`config.mk`:
```
export PLATFORM = sky130hd
export DESIGN_NAME = peripheral_datos_bank
export DESIGN_NICKNAME = d
export VERILOG_FILES = /design/src/rtl/peripheral_datos_bank.sv
export SDC_FILE = /design/constraint.sdc
export NUM_CORES = 1
export LEC_CHECK = 0
export ABC_AREA = 1
export CORE_UTILIZATION = 50
export DETAILED_ROUTE_END_ITERATION = 16
export GPL_ROUTABILITY_DRIVEN = 0
export PLACE_DENSITY_LB_ADDON = 0.2
export SLEW_MARGIN = 10
export SYNTH_ARGS = -nofsm -noshare
export SYNTH_HDL_FRONTEND = slang
export SYNTH_SLANG_ARGS = --single-unit
```
`constraint.sdc`:
```
create_clock -name clk -period 2.7 [get_ports clk]
set_input_delay 0.405 -clock clk [delete_from_list [all_inputs] [get_ports clk]]
set_output_delay 0.405 -clock clk [all_outputs]
set_load 0.05 [all_outputs]
```
`src/rtl/peripheral_datos_bank.sv`:
```
// peripheral_datos_bank: parametrised sensor-data register bank on the J1 I/O bus.
//
// Holds NCH channels of DW-bit measurements. Sensor front-ends write channels through a
// valid/ready update port. The CPU reads and writes through the cs/rd/wr bus. The bank
// also keeps per-channel fresh flags, sticky overrun/bad-channel flags, a freeze snapshot
// and a level interrupt.
//
// Ports:
//   clk        system clock, rising edge
//   rst        synchronous active-low reset
//   d_in       bus write data
//   cs         chip select
//   addr       register address
//   rd, wr     bus read / write strobes
//   d_out      combinational bus read data (0 unless cs && rd)
//   upd_valid  sensor update request
//   upd_ch     update target channel
//   upd_data   update value
//   upd_ready  update accepted when high together with upd_valid
//   irq        registered level interrupt
//
// Address map: 0..NCH-1 channels, 2^AW-2 STATUS, 2^AW-1 CTRL, anything else reads 0.
// STATUS = {overrun, bad_ch, 0..., fresh[NCH-1:0]}; CTRL = {irq_en, wr_en, clr_all(0), freeze}.

module peripheral_datos_bank #(
    parameter int unsigned NCH       = 10,
    parameter int unsigned DW        = 8,
    parameter int unsigned AW        = 4,
    parameter int unsigned INIT_BASE = 32'h30
) (
    input  logic          clk,
    input  logic          rst,
    input  logic [15:0]   d_in,
    input  logic          cs,
    input  logic [AW-1:0] addr,
    input  logic          rd,
    input  logic          wr,
    output logic [15:0]   d_out,
    input  logic          upd_valid,
    input  logic [AW-1:0] upd_ch,
    input  logic [DW-1:0] upd_data,
    output logic          upd_ready,
    output logic          irq
);

    localparam logic [AW-1:0] NCH_A       = AW'(NCH);
    localparam logic [AW-1:0] STATUS_ADDR = {{(AW-1){1'b1}}, 1'b0};
    localparam logic [AW-1:0] CTRL_ADDR   = {AW{1'b1}};

    function automatic logic [DW-1:0] init_val(input int unsigned idx);
        init_val = DW'(INIT_BASE + idx);
    endfunction

    logic [DW-1:0]  live_q [NCH];
    logic [DW-1:0]  live_d [NCH];
    logic [DW-1:0]  snap_q [NCH];
    logic [DW-1:0]  snap_d [NCH];
    logic [NCH-1:0] fresh_q, fresh_d;
    logic           bad_ch_q, bad_ch_d;
    logic           overrun_q, overrun_d;
    logic           freeze_q, freeze_d;
    logic           wr_en_q, wr_en_d;
    logic           irq_en_q, irq_en_d;
    logic           rd_q;
    logic           irq_q, irq_d;

    logic           bus_rd, bus_wr, rd_edge;
    logic           addr_is_ch, ch_wr, ctrl_wr, clr_all;
    logic           upd_fire, upd_in_range;
    logic [15:0]    status_word;

    // Only bits [DW-1:0] and [3:0] of d_in are architecturally used.
    logic unused_d_in;
    assign unused_d_in = ^d_in;

    assign bus_rd       = cs && rd;
    assign bus_wr       = cs && wr;
    // Read side effects fire once per rd assertion, on its rising edge.
    assign rd_edge      = bus_rd && !rd_q;
    assign addr_is_ch   = addr < NCH_A;
    assign ch_wr        = bus_wr && addr_is_ch && wr_en_q;
    assign ctrl_wr      = bus_wr && (addr == CTRL_ADDR);
    assign clr_all      = ctrl_wr && d_in[1];
    assign upd_in_range = upd_ch < NCH_A;

    // Stall the sensor when the CPU owns the same channel this cycle or the bank is cleared,
    // so the update lands on the following cycle instead of being lost.
    assign upd_ready = !clr_all && !(ch_wr && (upd_ch == addr));
    assign upd_fire  = upd_valid && upd_ready;

    assign irq = irq_q;

    always_comb begin
        for (int i = 0; i < NCH; i++) begin
            live_d[i] = live_q[i];
            snap_d[i] = snap_q[i];
        end
        fresh_d   = fresh_q;
        bad_ch_d  = bad_ch_q;
        overrun_d = overrun_q;
        freeze_d  = freeze_q;
        wr_en_d   = wr_en_q;
        irq_en_d  = irq_en_q;

        if (ctrl_wr) begin
            freeze_d = d_in[0];
            wr_en_d  = d_in[2];
            irq_en_d = d_in[3];
            // Capture only on the 0->1 transition of freeze.
            if (d_in[0] && !freeze_q) begin
                for (int i = 0; i < NCH; i++) begin
                    snap_d[i] = live_q[i];
                end
            end
        end

        if (clr_all) begin
            for (int i = 0; i < NCH; i++) begin
                live_d[i] = init_val(i);
            end
            fresh_d   = '0;
            bad_ch_d  = 1'b0;
            overrun_d = 1'b0;
        end else begin
            if (rd_edge && (addr == STATUS_ADDR)) begin
                bad_ch_d  = 1'b0;
                overrun_d = 1'b0;
            end
            // Later assignments win: an update's fresh set overrides a same-cycle read clear.
            for (int i = 0; i < NCH; i++) begin
                if (rd_edge && (addr == AW'(i))) begin
                    fresh_d[i] = 1'b0;
                end
                if (ch_wr && (addr == AW'(i))) begin
                    live_d[i] = d_in[DW-1:0];
                end
                if (upd_fire && (upd_ch == AW'(i))) begin
                    live_d[i]  = upd_data;
                    fresh_d[i] = 1'b1;
                    if (fresh_q[i]) begin
                        overrun_d = 1'b1;
                    end
                end
            end
            if (upd_fire && !upd_in_range) begin
                bad_ch_d = 1'b1;
            end
        end
    end

    assign irq_d = irq_en_q && ((|fresh_q) || overrun_q || bad_ch_q);

    always_comb begin
        status_word            = '0;
        status_word[NCH-1:0]   = fresh_q;
        status_word[14]        = bad_ch_q;
        status_word[15]        = overrun_q;
    end

    always_comb begin
        d_out = '0;
        if (bus_rd) begin
            if (addr == STATUS_ADDR) begin
                d_out = status_word;
            end else if (addr == CTRL_ADDR) begin
                d_out = {12'd0, irq_en_q, wr_en_q, 1'b0, freeze_q};
            end else begin
                for (int i = 0; i < NCH; i++) begin
                    if (addr == AW'(i)) begin
                        d_out = 16'(freeze_q ? snap_q[i] : live_q[i]);
                    end
                end
            end
        end
    end

    always_ff @(posedge clk) begin
        if (!rst) begin
            for (int i = 0; i < NCH; i++) begin
                live_q[i] <= init_val(i);
                snap_q[i] <= init_val(i);
            end
            fresh_q   <= '0;
            bad_ch_q  <= 1'b0;
            overrun_q <= 1'b0;
            freeze_q  <= 1'b0;
            wr_en_q   <= 1'b0;
            irq_en_q  <= 1'b0;
            rd_q      <= 1'b0;
            irq_q     <= 1'b0;
        end else begin
            for (int i = 0; i < NCH; i++) begin
                live_q[i] <= live_d[i];
                snap_q[i] <= snap_d[i];
            end
            fresh_q   <= fresh_d;
            bad_ch_q  <= bad_ch_d;
            overrun_q <= overrun_d;
            freeze_q  <= freeze_d;
            wr_en_q   <= wr_en_d;
            irq_en_q  <= irq_en_d;
            rd_q      <= rd;
            irq_q     <= irq_d;
        end
    end

endmodule

```
==> reports/metrics.cfg, run 1 <==
[timing]
timing.setup.tns_ps=-353
fin_worst_skew_ps=15.4
rsz0062_at_grt=true
setup_violations=7
post-route-period-util_pct=104
max_clock_freq_mhz=356
slew_violations=0
timing_worst_slew_pin_value_ps=936
timing.final.hold_violations=0
fin_crit_ps=2810
slew_headroom_pct=37.4
finalWorstSetupSlack_ps=-112

[power_and_ir_drop]
powerDensity_nw_per_um2=519
leakagePower_uw=0.00444
totalPowerFinal_uw=5700
ir_worst_vdd_v=0.000438

[finish]
final_util_pct=63.6
layout.cells.most_common_list=430 x nand2_1, 176 x dfxtp_1, 106 x a21oi_1
diodes=0
area.growth.synth_to_final_pct=25.0
mostFrequentLayoutCell=nand2_1
finalNonFillerCells=1633
post_route_cells_drive_above_1_share_pct=17.6
num-nets-final=1433

[synth]
postSynthAreaPerCell_sq_um=6.72
synthDistinctLibCells=32
ys_ff_latch=177
yosysSeqAreaShare_pct=40.4
synthesis.instances=1306
synth-async-reset-ratio_pct=0
yosys_warnings=0
ys_dominant_reg_cell=dfxtp_1
synth_enable_flop_cells=0
netlist_area_sq_um=8770

[die]
chipWidth_microns=134
core.rowCount=48
top_level_ports=56
fp.coreArea_sq_um=17200
die_boundary_height_microns=134
die-area_sq_um=18100
start_util_pct=50.9

[worst_setup_path]
setup_crit_end_kind=primary output
critical_path_peak_fanout=19
criticalPathCategory=reg -> out
worst-r2r-cell-count=7
worst_path_max_delay_cell=dfxtp_4
critical_path_required_ps=2300
worstPathCellList=buf_6, nand2_1, a21oi_1, a21oi_2, buf_4, nand4_1, nor2_1, nand3_1, nand2_1, a21oi_2, buf_6
capturing_point_of_the_worst_reg2reg_path=snap_q[7][3]
critical-path-max-stage-delay_ps=460
reg2reg_slack_ps=850
regToRegStartpoint=freeze_q
start_kind=flop
worst-endpoint-arrival_ps=2410

[clock_tree]
cts_sinks=177
cts_made_buffers=17
insertion_delay_ps=440
clock-root-buffer=clkbuf_16
h-tree-depth=4
cts_tree=yes
cts_hold_buffers=0
ctsLongestPathBuffers=2
clock_edge_transition_at_the_registers_on_the_reported_setup_and_hold_paths_ps=80

[global_routing]
first_global_vias=8569
grt_pass1_wl_microns=47400
gr-total-overflow=0
grt_use_total_pct=34.7
pin_count_of_the_biggest_net_entering_global_routing=63
grt_antenna_before_repair=0

[drt]
routed-via-count=9461
detail-route-antenna-nets=0
drt_pre_antenna_iters=6
routed_wl_microns=31000
first_iter_violations=1150
drt-vias-per-instance=5.79
routedWlPerCell_microns=19.0
drc=0

[place]
portBuffers=43
dp.cells=1590
detailedPlacementHpwl_microns=20200
place_ws_ps=-251

[min_path]
min_delay_path_depth=2
hold_path.startpoint=rst
hold-path-endpoint=snap_q[9][4]
min-delay-path-class=in -> reg

[status]
status=finished, violations left
failed_checks=setup timing

[run]
cap_viol_max_count=0

## per-layer routing
metal / share of wire [%] / vias up / track usage (%)
met5: 0 / - / 0
met4: 5.1 / 0 / 17.0
met3: 9.7 / 108 / 7.17
met2: 43 / 507 / 54.0
met1: 42 / 4368 / 45.9
li1: - / 4478 / -
## synthesized netlist by cell type, types with 4 or more instances
master    instances  share of area (%)
or2_2            11               0.78
a21oi_1         120                6.8
dfxtp_1         177                 40
nor2_1           86                3.7
o211ai_1         47                4.0
clkbuf_1         35                1.5
nand2_1         446                 19
inv_1           101                4.3
nand3_1          57                3.3
nor2_2            7               0.50
nor3_1            5               0.29
inv_2            14               0.60
buf_6             4               0.51
buf_4             4               0.34
buf_1            10               0.43
buf_2            19                1.1
nand4_1          14                1.0
a31oi_1          45                3.2
a221oi_2         12                2.1
o21ai_0          71                4.1
## critical path: cells and delay by family, from the launching register on
| kind | cells | cell delay [ps] |
|---|---|---|
| buffers and inverters | 3 | 580 |
| AND/OR/NAND/NOR | 5 | 490 |
| flip-flops | 1 | 460 |
| AO/OA/AOI/OAI | 3 | 410 |
## timing repair
item | in CTS | in global routing
pin swaps | 9 | 20
setup endpoints to repair | 8 | 8
gates cloned | 4 | 1
gates resized for setup | 40 | 47
buffers inserted | 4 | 3
## registers in the layout, indices dropped and copies added, names as in the netlist
signal / count
bad_ch_q: 1
freeze_q: 1
fresh_q: 10
irq: 1
irq_en_q: 1
live_q: 80
overrun_q: 1
rd_q: 1
snap_q: 80
wr_en_q: 1
## worst max path at each step
stage,start,endpoint,slack [ps],cells after the start
5_1_grt,freeze_q,d_out[4],-130,11
6_report,freeze_q,d_out[4],-110,11
3_3_place_gp,addr[1],d_out[6],-220,12
3_5_place_dp,addr[3],d_out[1],-250,12
4_1_cts,freeze_q,d_out[5],-50,10
2_1_floorplan,addr[0],d_out[15],40,5
## per-stage QoR
stage	hold slack (ps)	instance area, sq um
5_1_grt	351	11000
6_report	343	11000
4_1_cts	341	10800
3_3_place_gp	430	9970
2_1_floorplan	421	8780
3_5_place_dp	439	9970
## area by class of cell
cell class | instances | area, sq um
Timing Repair Buffer | 139 | 1460
Multi-Input combinational cell | 943 | 4650
Clock buffer | 19 | 464
Sequential cell | 177 | 3550
Clock inverter | 13 | 114
Inverter | 117 | 453
Tap cell | 225 | 282
Fill cell | 1553 | 6270
## where the power goes
group	total (uW)	switching, uW	internal, uW
registers	2670	23.9	2640
clock network	2460	1170	1290
logic	566	375	191
## cells by family (layout without fill, tap and decap cells)
family	after synthesis	count (layout)	share of synthesized area (%)
mux	1	1	0.114
flops	177	177	40.4
compound gates	300	300	20.6
other cells	1	4	0.0427
buf+inv	189	288	8.87
simple gates	638	638	29.9
(Power assumes the default switching activity.)
==> run 2: changes to the inputs <==
--- a/config.mk
+++ b/config.mk
@@ -6,7 +6,9 @@
 export NUM_CORES = 1
 export LEC_CHECK = 0
 export ABC_AREA = 1
+export CAP_MARGIN = 15
 export CORE_UTILIZATION = 50
+export CTS_CLUSTER_SIZE = 28
 export DETAILED_ROUTE_END_ITERATION = 16
 export GPL_ROUTABILITY_DRIVEN = 0
 export PLACE_DENSITY_LB_ADDON = 0.2
==> results of run 2 <==
Same layout as run 1: the final DEF is identical, and so are final timing and power.
